==> config.mk <==
export PLATFORM = sky130hd
export DESIGN_NAME = aquatux_spi_master_n
export DESIGN_NICKNAME = d
export VERILOG_FILES = /design/src/rtl/aquatux_spi_pkg.sv /design/src/rtl/aquatux_spi_clk_div.sv /design/src/rtl/aquatux_spi_master_n.sv
export SDC_FILE = /design/constraint.sdc
export NUM_CORES = 1
export LEC_CHECK = 0
export CORE_MARGIN = 2
export CORE_UTILIZATION = 57
export CTS_BUF_LIST = sky130_fd_sc_hd__clkbuf_8 sky130_fd_sc_hd__clkbuf_16
export DETAILED_ROUTE_END_ITERATION = 10
export DONT_BUFFER_PORTS = 1
export GPL_TIMING_DRIVEN = 0
export HOLD_SLACK_MARGIN = 0.08
export MAX_ROUTING_LAYER = met4
export PLACE_DENSITY = 0.72
export SLEW_MARGIN = 10
export SYNTH_ARGS = -nofsm -noshare
export SYNTH_HDL_FRONTEND = slang
export SYNTH_SLANG_ARGS = --single-unit
==> constraint.sdc <==
create_clock -name Clk -period 9.3 [get_ports Clk]
set_clock_uncertainty 0.15 [all_clocks]
set_input_delay 0.93 -clock Clk [delete_from_list [all_inputs] [get_ports Clk]]
set_output_delay 0.93 -clock Clk [all_outputs]
set_load 0.03 [all_outputs]
==> src/rtl/aquatux_spi_pkg.sv <==
// Shared types for the aquatux SPI master: FSM states and cpol/cpha mode encodings.
package aquatux_spi_pkg;

  typedef enum logic [1:0] {
    IDLE  = 2'd0,
    LEAD  = 2'd1,
    XFER  = 2'd2,
    TRAIL = 2'd3
  } spi_state_e;

  // Mode number is {cpol, cpha}.
  typedef enum logic [1:0] {
    MODE0 = 2'b00,
    MODE1 = 2'b01,
    MODE2 = 2'b10,
    MODE3 = 2'b11
  } spi_mode_e;

  function automatic logic mode_cpol(input spi_mode_e m);
    logic [1:0] v;
    v = m;
    return v[1];
  endfunction

  function automatic logic mode_cpha(input spi_mode_e m);
    logic [1:0] v;
    v = m;
    return v[0];
  endfunction

endpackage

==> src/rtl/aquatux_spi_clk_div.sv <==
// Half-period tick generator: counts DIV Clk cycles, restarting whenever the FSM changes state.
module aquatux_spi_clk_div #(
  parameter int DIV = 2
) (
  input  logic clk,
  input  logic rst,
  input  logic restart,
  output logic tick,
  output logic tick_next
);

  localparam int CW = (DIV > 1) ? $clog2(DIV) : 1;
  localparam logic [CW-1:0] LAST = CW'(DIV - 1);

  logic [CW-1:0] cnt;
  logic [CW-1:0] cnt_nxt;

  assign tick      = (cnt == LAST);
  assign cnt_nxt   = (restart || tick) ? '0 : cnt + CW'(1);
  // Lookahead lets the top register its done pulse for the final half-period.
  assign tick_next = (cnt_nxt == LAST);

  // Half-period counter register
  always_ff @(posedge clk or posedge rst) begin
    if (rst) begin
      cnt <= '0;
    end else begin
      cnt <= cnt_nxt;
    end
  end

endmodule

==> src/rtl/aquatux_spi_master_n.sv <==
// SPI master with one MOSI and N_MISO parallel MISO channels; all outputs registered
// from next-state values so they change only on Clk edges.
module aquatux_spi_master_n
  import aquatux_spi_pkg::*;
#(
  parameter int DATA_W = 16,
  parameter int N_MISO = 2,
  parameter int DIV    = 2
) (
  input  logic                     Clk,
  input  logic                     reset,
  input  logic                     start,
  input  logic                     cpol,
  input  logic                     cpha,
  input  logic [DATA_W-1:0]        tx_data,
  output logic                     busy,
  output logic                     done,
  output logic [N_MISO*DATA_W-1:0] rx_data,
  output logic                     SCLK,
  output logic                     MOSI,
  output logic                     MOSI_OE,
  input  logic [N_MISO-1:0]        MISO,
  output logic                     SS_n
);

  localparam int BW = $clog2(2 * DATA_W + 1);
  localparam logic [BW-1:0] LAST_EDGE = BW'(2 * DATA_W - 1);

  spi_state_e                state, state_nxt;
  spi_mode_e                 mode, mode_nxt;
  logic [BW-1:0]             edge_cnt, edge_cnt_nxt;
  logic [DATA_W-1:0]         tx_sh, tx_sh_nxt;
  logic [N_MISO*DATA_W-1:0]  rx_sh, rx_sh_nxt, rx_data_nxt;
  logic                      sclk_x, mosi_x, sclk_nxt, mosi_nxt, done_nxt;
  logic                      tick, tick_next, restart;

  assign restart = (state_nxt != state);

  aquatux_spi_clk_div #(.DIV(DIV)) u_clk_div (
    .clk       (Clk),
    .rst       (reset),
    .restart   (restart),
    .tick      (tick),
    .tick_next (tick_next)
  );

  // Next-state, shift registers and serial line values
  always_comb begin
    state_nxt    = state;
    mode_nxt     = mode;
    edge_cnt_nxt = edge_cnt;
    tx_sh_nxt    = tx_sh;
    rx_sh_nxt    = rx_sh;
    sclk_x       = SCLK;
    mosi_x       = MOSI;
    case (state)
      IDLE: begin
        mode_nxt = spi_mode_e'({cpol, cpha});
        if (start) begin
          state_nxt    = LEAD;
          edge_cnt_nxt = '0;
          // cpha=0 must drive the MSB as soon as SS_n falls; cpha=1 waits for the first leading edge.
          if (cpha) begin
            tx_sh_nxt = tx_data;
            mosi_x    = 1'b0;
          end else begin
            tx_sh_nxt = tx_data << 1;
            mosi_x    = tx_data[DATA_W-1];
          end
        end else begin
          state_nxt = IDLE;
        end
      end
      LEAD: begin
        if (tick) begin
          state_nxt = XFER;
        end else begin
          state_nxt = LEAD;
        end
      end
      XFER: begin
        if (tick) begin
          edge_cnt_nxt = edge_cnt + BW'(1);
          sclk_x       = ~SCLK;
          // Even edge_cnt is a leading edge; cpha selects which edge kind shifts vs samples.
          if (edge_cnt[0] != mode_cpha(mode)) begin
            mosi_x    = tx_sh[DATA_W-1];
            tx_sh_nxt = tx_sh << 1;
          end else begin
            for (int k = 0; k < N_MISO; k++) begin
              rx_sh_nxt[k*DATA_W +: DATA_W] = {rx_sh[k*DATA_W +: DATA_W-1], MISO[k]};
            end
          end
          if (edge_cnt == LAST_EDGE) begin
            state_nxt = TRAIL;
          end else begin
            state_nxt = XFER;
          end
        end else begin
          state_nxt = XFER;
        end
      end
      TRAIL: begin
        if (tick) begin
          state_nxt = IDLE;
        end else begin
          state_nxt = TRAIL;
        end
      end
      default: begin
        state_nxt = IDLE;
      end
    endcase
  end

  assign sclk_nxt    = (state_nxt == XFER) ? sclk_x : mode_cpol(mode_nxt);
  assign mosi_nxt    = (state_nxt == IDLE) ? 1'b0 : mosi_x;
  assign done_nxt    = (state_nxt == TRAIL) && tick_next;
  assign rx_data_nxt = done_nxt ? rx_sh_nxt : rx_data;

  // State and output registers
  always_ff @(posedge Clk or posedge reset) begin
    if (reset) begin
      state    <= IDLE;
      mode     <= MODE0;
      edge_cnt <= '0;
      tx_sh    <= '0;
      rx_sh    <= '0;
      rx_data  <= '0;
      SCLK     <= 1'b0;
      MOSI     <= 1'b0;
      MOSI_OE  <= 1'b0;
      SS_n     <= 1'b1;
      busy     <= 1'b0;
      done     <= 1'b0;
    end else begin
      state    <= state_nxt;
      mode     <= mode_nxt;
      edge_cnt <= edge_cnt_nxt;
      tx_sh    <= tx_sh_nxt;
      rx_sh    <= rx_sh_nxt;
      rx_data  <= rx_data_nxt;
      SCLK     <= sclk_nxt;
      MOSI     <= mosi_nxt;
      MOSI_OE  <= (state_nxt != IDLE);
      SS_n     <= (state_nxt == IDLE);
      busy     <= (state_nxt != IDLE);
      done     <= done_nxt;
    end
  end

endmodule

==> results.md <==
Synth:
- The share of synthesized area occupied by flip-flops and latches is 56.1%.
- Of all cell types, the one taking the most synthesized area is sky130_fd_sc_hd__dfrtp_1.
- Synthesis produced a netlist with a net count of about 400.
- Summing the areas of all fa, ha and maj instances in the mapped netlist gives 0.292% of the synthesized area.
- The average instance in the mapped netlist occupies 11.3 um^2.
- After Yosys synthesis, and, or, nand and nor cells account for 17.1% of the synthesized area.
- The number of cells produced by synthesis is 378.
- The commonest cells after synthesis are 95 x sky130_fd_sc_hd__dfrtp_1, 85 x sky130_fd_sc_hd__nand2_1, 41 x sky130_fd_sc_hd__mux2_2.
- The netlist uses 38 different library cells.
- The proportion of netlist area held by the largest area contributor is 55.5%.
- By area, the combinational part of the netlist is dominated by simple AND/OR/NAND/NOR gates.
- Ranked by total cell area, the synthesized netlist is headed by sky130_fd_sc_hd__dfrtp_1 56%, sky130_fd_sc_hd__mux2_2 11%, sky130_fd_sc_hd__nand2_1 7.5%.
- The fraction of registers with async set or reset after synthesis is 100%.
- The most numerous cell in the Yosys netlist is sky130_fd_sc_hd__dfrtp_1.
- After synthesis the netlist holds a flip-flop and latch count of 96.
- The number of warnings issued by yosys is 0.
- The share of the synthesized netlist area taken by xor and xnor gates is slightly above 1%.
- Among all flip-flop cells after synthesis, the most frequent one is sky130_fd_sc_hd__dfrtp_1.
- The fraction of the mapped netlist area in compound gates is 5.38%.
- After synthesis the cells add up to 4280 um^2.
- The portion of synthesized area spent on multiplexers is 16.4%.
- Counting flops with a built-in enable in the synthesized netlist gives 0.

Power:
- IR analysis of the VDD net gives a maximum drop of 135 uV.
- For this design the ratio of total power to cell area is 306 nW/um^2.
- The leakage dissipation is around 2.2 nW.
- The overall power is about 1.4 mW.

CTS:
- Once the clock tree was built, the resizer swapped 0 gates to a different size.
- The largest buffer count on any clock path is 2.
- TritonCTS built the clock tree.
- The buffer type at the clock tree root is sky130_fd_sc_hd__clkbuf_8.
- The number of clock buffers added by TritonCTS is 9.
- After clock tree synthesis, the clock-pin slew on the worst setup and hold paths is 0.10 ns.
- The total setup buffers inserted after CTS is 0.
- The clock sink total is 96.
- In this run the number of H-tree levels came out at 3.
- For the worst-skew pair, the clock arrives at the later sink with an insertion delay of 0.35 ns.
- The number of buffers added to fix hold violations after cts is 0.

Setup path:
- The cell class contributing the biggest share of worst-path delay is flip-flops.
- The largest individual stage delay along the critical path comes from the cell sky130_fd_sc_hd__dfrtp_1.
- The type of origin of the critical path is a register.
- The largest incremental delay on the critical path is around 0.53 ns.
- Together, buffers and inverters on the worst path number 1.
- The critical path class is register to output port.
- The endpoint arrival time on the critical path is between 1 and 1.5 ns.
- The source of the critical timing path is MOSI_OE$_DFF_PP0_.
- For flop-to-flop paths, the worst setup slack is 7.23 ns.
- The kind of end point of the critical path is an output port.
- The required time of the critical path is 8.22 ns.
- The destination of the critical timing path is busy.
- The number of cells on the critical path is 1.
- Walking the worst path, the cells encountered are buf_4.
- The top fanout value on the critical path is 2.
- The launching point of the worst reg2reg path is edge_cnt[0]$_DFFE_PP0P_.
- Measured in cells, the most critical reg-to-reg path has a length of 5.
- The worst register-to-register path ends at tx_sh[4]$_DFFE_PP0P_.

Route:
- The per-cell via count in the routed design is roughly 5.7.
- The remaining routing DRC violations is 0.
- The antenna violation net count after detailed routing is 0.
- The number of DRC markers after the initial detailed-route iteration is between 80 and 90.
- The average wire per standard cell is 16.7 um.
- Summing over every cut layer, the via total after detailed routing is about 2800.
- Wires add up to 8.25 mm.
- The number of search-and-repair iterations in the first detailed-routing pass is 4.

STA:
- The hold violation total from the final report is 0.
- The maximum clock frequency is 459 MHz.
- Setup repair after global routing left no endpoint under its margin.
- The post-route setup TNS is 0 ns.
- Setup violations remaining at the end of the flow were counted as 0.
- For the pin with the worst max-slew slack, the measured transition is 0.529 ns.
- The part of the cycle the worst path needs is 23.4%.
- The number of slew-limit violations in the final report is 0.
- For the finished layout, the period the worst path requires is 2.18 ns.
- The worst-case headroom to the max-slew limit is 64.8%.

Global routing:
- Entering global routing, the biggest net connects 69 pins.
- Global routing used 22.1% of the available tracks across all layers.
- The number of global-route vias before repair came to roughly 2900.
- The initial antenna violation count is 0.
- For this run the aggregate overflow at the end of global routing stands at 0.
- The first-pass GRT wire length is 14.1 mm.

Floorplan:
- The starting utilization of the core area is between 50% and 60%.
- The core area is 7250 um^2.
- The overall die width is 90.7 um.
- The count of standard-cell rows is 31.
- The die is about 91 um tall.
- The number of placed I/O pins is 61.
- The die footprint is 8220 um^2.

Finish:
- Relative to the synthesized area, the layout overhead comes to 8.65%.
- The ratio of cells with drive above 1 in the final layout is 18.3%.
- The count of inserted antenna diode cells is 0.
- The number of nets in the finished design is 414.
- The final design instance area without fill is 4650 um^2.

Placed design:
- Once placement finished, the instance area stood at 4440 um^2.
- The global placer's final weighted congestion is 0.871.
- The detailed placement HPWL is 5.73 mm.
- The number of I/O port buffers is 0.

Flow run:
- The number of maximum-capacitance violations is 0.

Run status:
- The flow ran to the end, and the final reports show no timing, DRC or antenna violations.

Hold path:
- The min-delay analysis places its worst path in the category primary input to asynchronous set/reset pin.
-- per-layer routing --
layer	vias up	wire, um	track usage (%)
li1	1333	-	-
met1	1411	3870	29.3
met2	54	3950	35.0
met3	10	314	3.92
met4	0	109	7.31
met5	-	0	-
-- how the worst min path moves through the flow --
stage                                    endpoint            startpoint  slack (ns)
after floorplan              tx_sh[1]$_DFFE_PP0P_  tx_sh[1]$_DFFE_PP0P_        0.31
after global placement       tx_sh[4]$_DFFE_PP0P_  tx_sh[4]$_DFFE_PP0P_        0.32
after detailed placement     tx_sh[3]$_DFFE_PP0P_  tx_sh[3]$_DFFE_PP0P_        0.33
after CTS                 rx_data[15]$_DFFE_PP0P_                 reset        0.28
after global routing      rx_data[15]$_DFFE_PP0P_                 reset        0.28
final                     rx_data[14]$_DFFE_PP0P_                 reset        0.28
-- per-stage QoR --
step | hold WS [ns] | std cells | util, % | worst slack [ns]
finish | 0.278 | 493 | 64.1 | 7.12
global route | 0.280 | 493 | 64.1 | 7.09
CTS | 0.276 | 493 | 64.1 | 7.10
detailed placement | 0.329 | 478 | 61.2 | 6.89
global placement | 0.319 | 477 | 60.7 | 4.80
floorplan | 0.308 | 378 | - | 5.72
-- layout make-up --
type	count	area [um^2]
clock inverters	6	92.6
repair buffers	1	27.5
plain buffers	28	140
inverters	5	21.3
multi-input cells	249	1720
clock buffers	9	124
well taps	99	124
fillers	604	2600
flip-flops and latches	96	2400
-- power breakdown --
part,switching [mW],leakage (nW),internal (mW)
clock network,0.145,0.102,0.152
registers,0.130,1.26,0.526
logic,0.269,0.845,0.201
-- state kept, by name (all words and copies together) (netlist names) --
name            count
SS_n                1
rx_data            32
MOSI                1
done                1
tx_sh              16
mode                2
SCLK                1
edge_cnt            6
rx_sh              32
MOSI_OE             1
u_clk_div.tick      1
state               2
-- cell families after synthesis --
| family | after synthesis |
|---|---|
| AO/OA/AOI/OAI | 37 |
| multiplexers | 64 |
| XOR/XNOR | 5 |
| AND/OR/NAND/NOR | 142 |
| adder cells (fa/ha/maj) | 1 |
| flip-flops | 96 |
| buffers and inverters | 33 |
-- cells in the final DEF, fill, tap and decap left out, types with 3 or more instances in the layout --
master,synthesis,layout
sky130_fd_sc_hd__buf_2,4,4
sky130_fd_sc_hd__buf_4,4,4
sky130_fd_sc_hd__mux2i_1,15,15
sky130_fd_sc_hd__nand2_1,85,85
sky130_fd_sc_hd__o21ai_0,21,21
sky130_fd_sc_hd__mux2_1,8,8
sky130_fd_sc_hd__nand4b_1,32,32
sky130_fd_sc_hd__buf_1,3,3
sky130_fd_sc_hd__inv_1,5,4
sky130_fd_sc_hd__nand3_1,7,7
sky130_fd_sc_hd__nand2b_1,3,3
sky130_fd_sc_hd__nor2_1,8,8
sky130_fd_sc_hd__xnor2_1,3,3
sky130_fd_sc_hd__a21oi_1,4,4
sky130_fd_sc_hd__clkbuf_8,0,9
sky130_fd_sc_hd__dfrtp_1,95,95
sky130_fd_sc_hd__clkbuf_1,15,15
sky130_fd_sc_hd__mux2_2,41,41
Power figures use the tool's default switching activity.
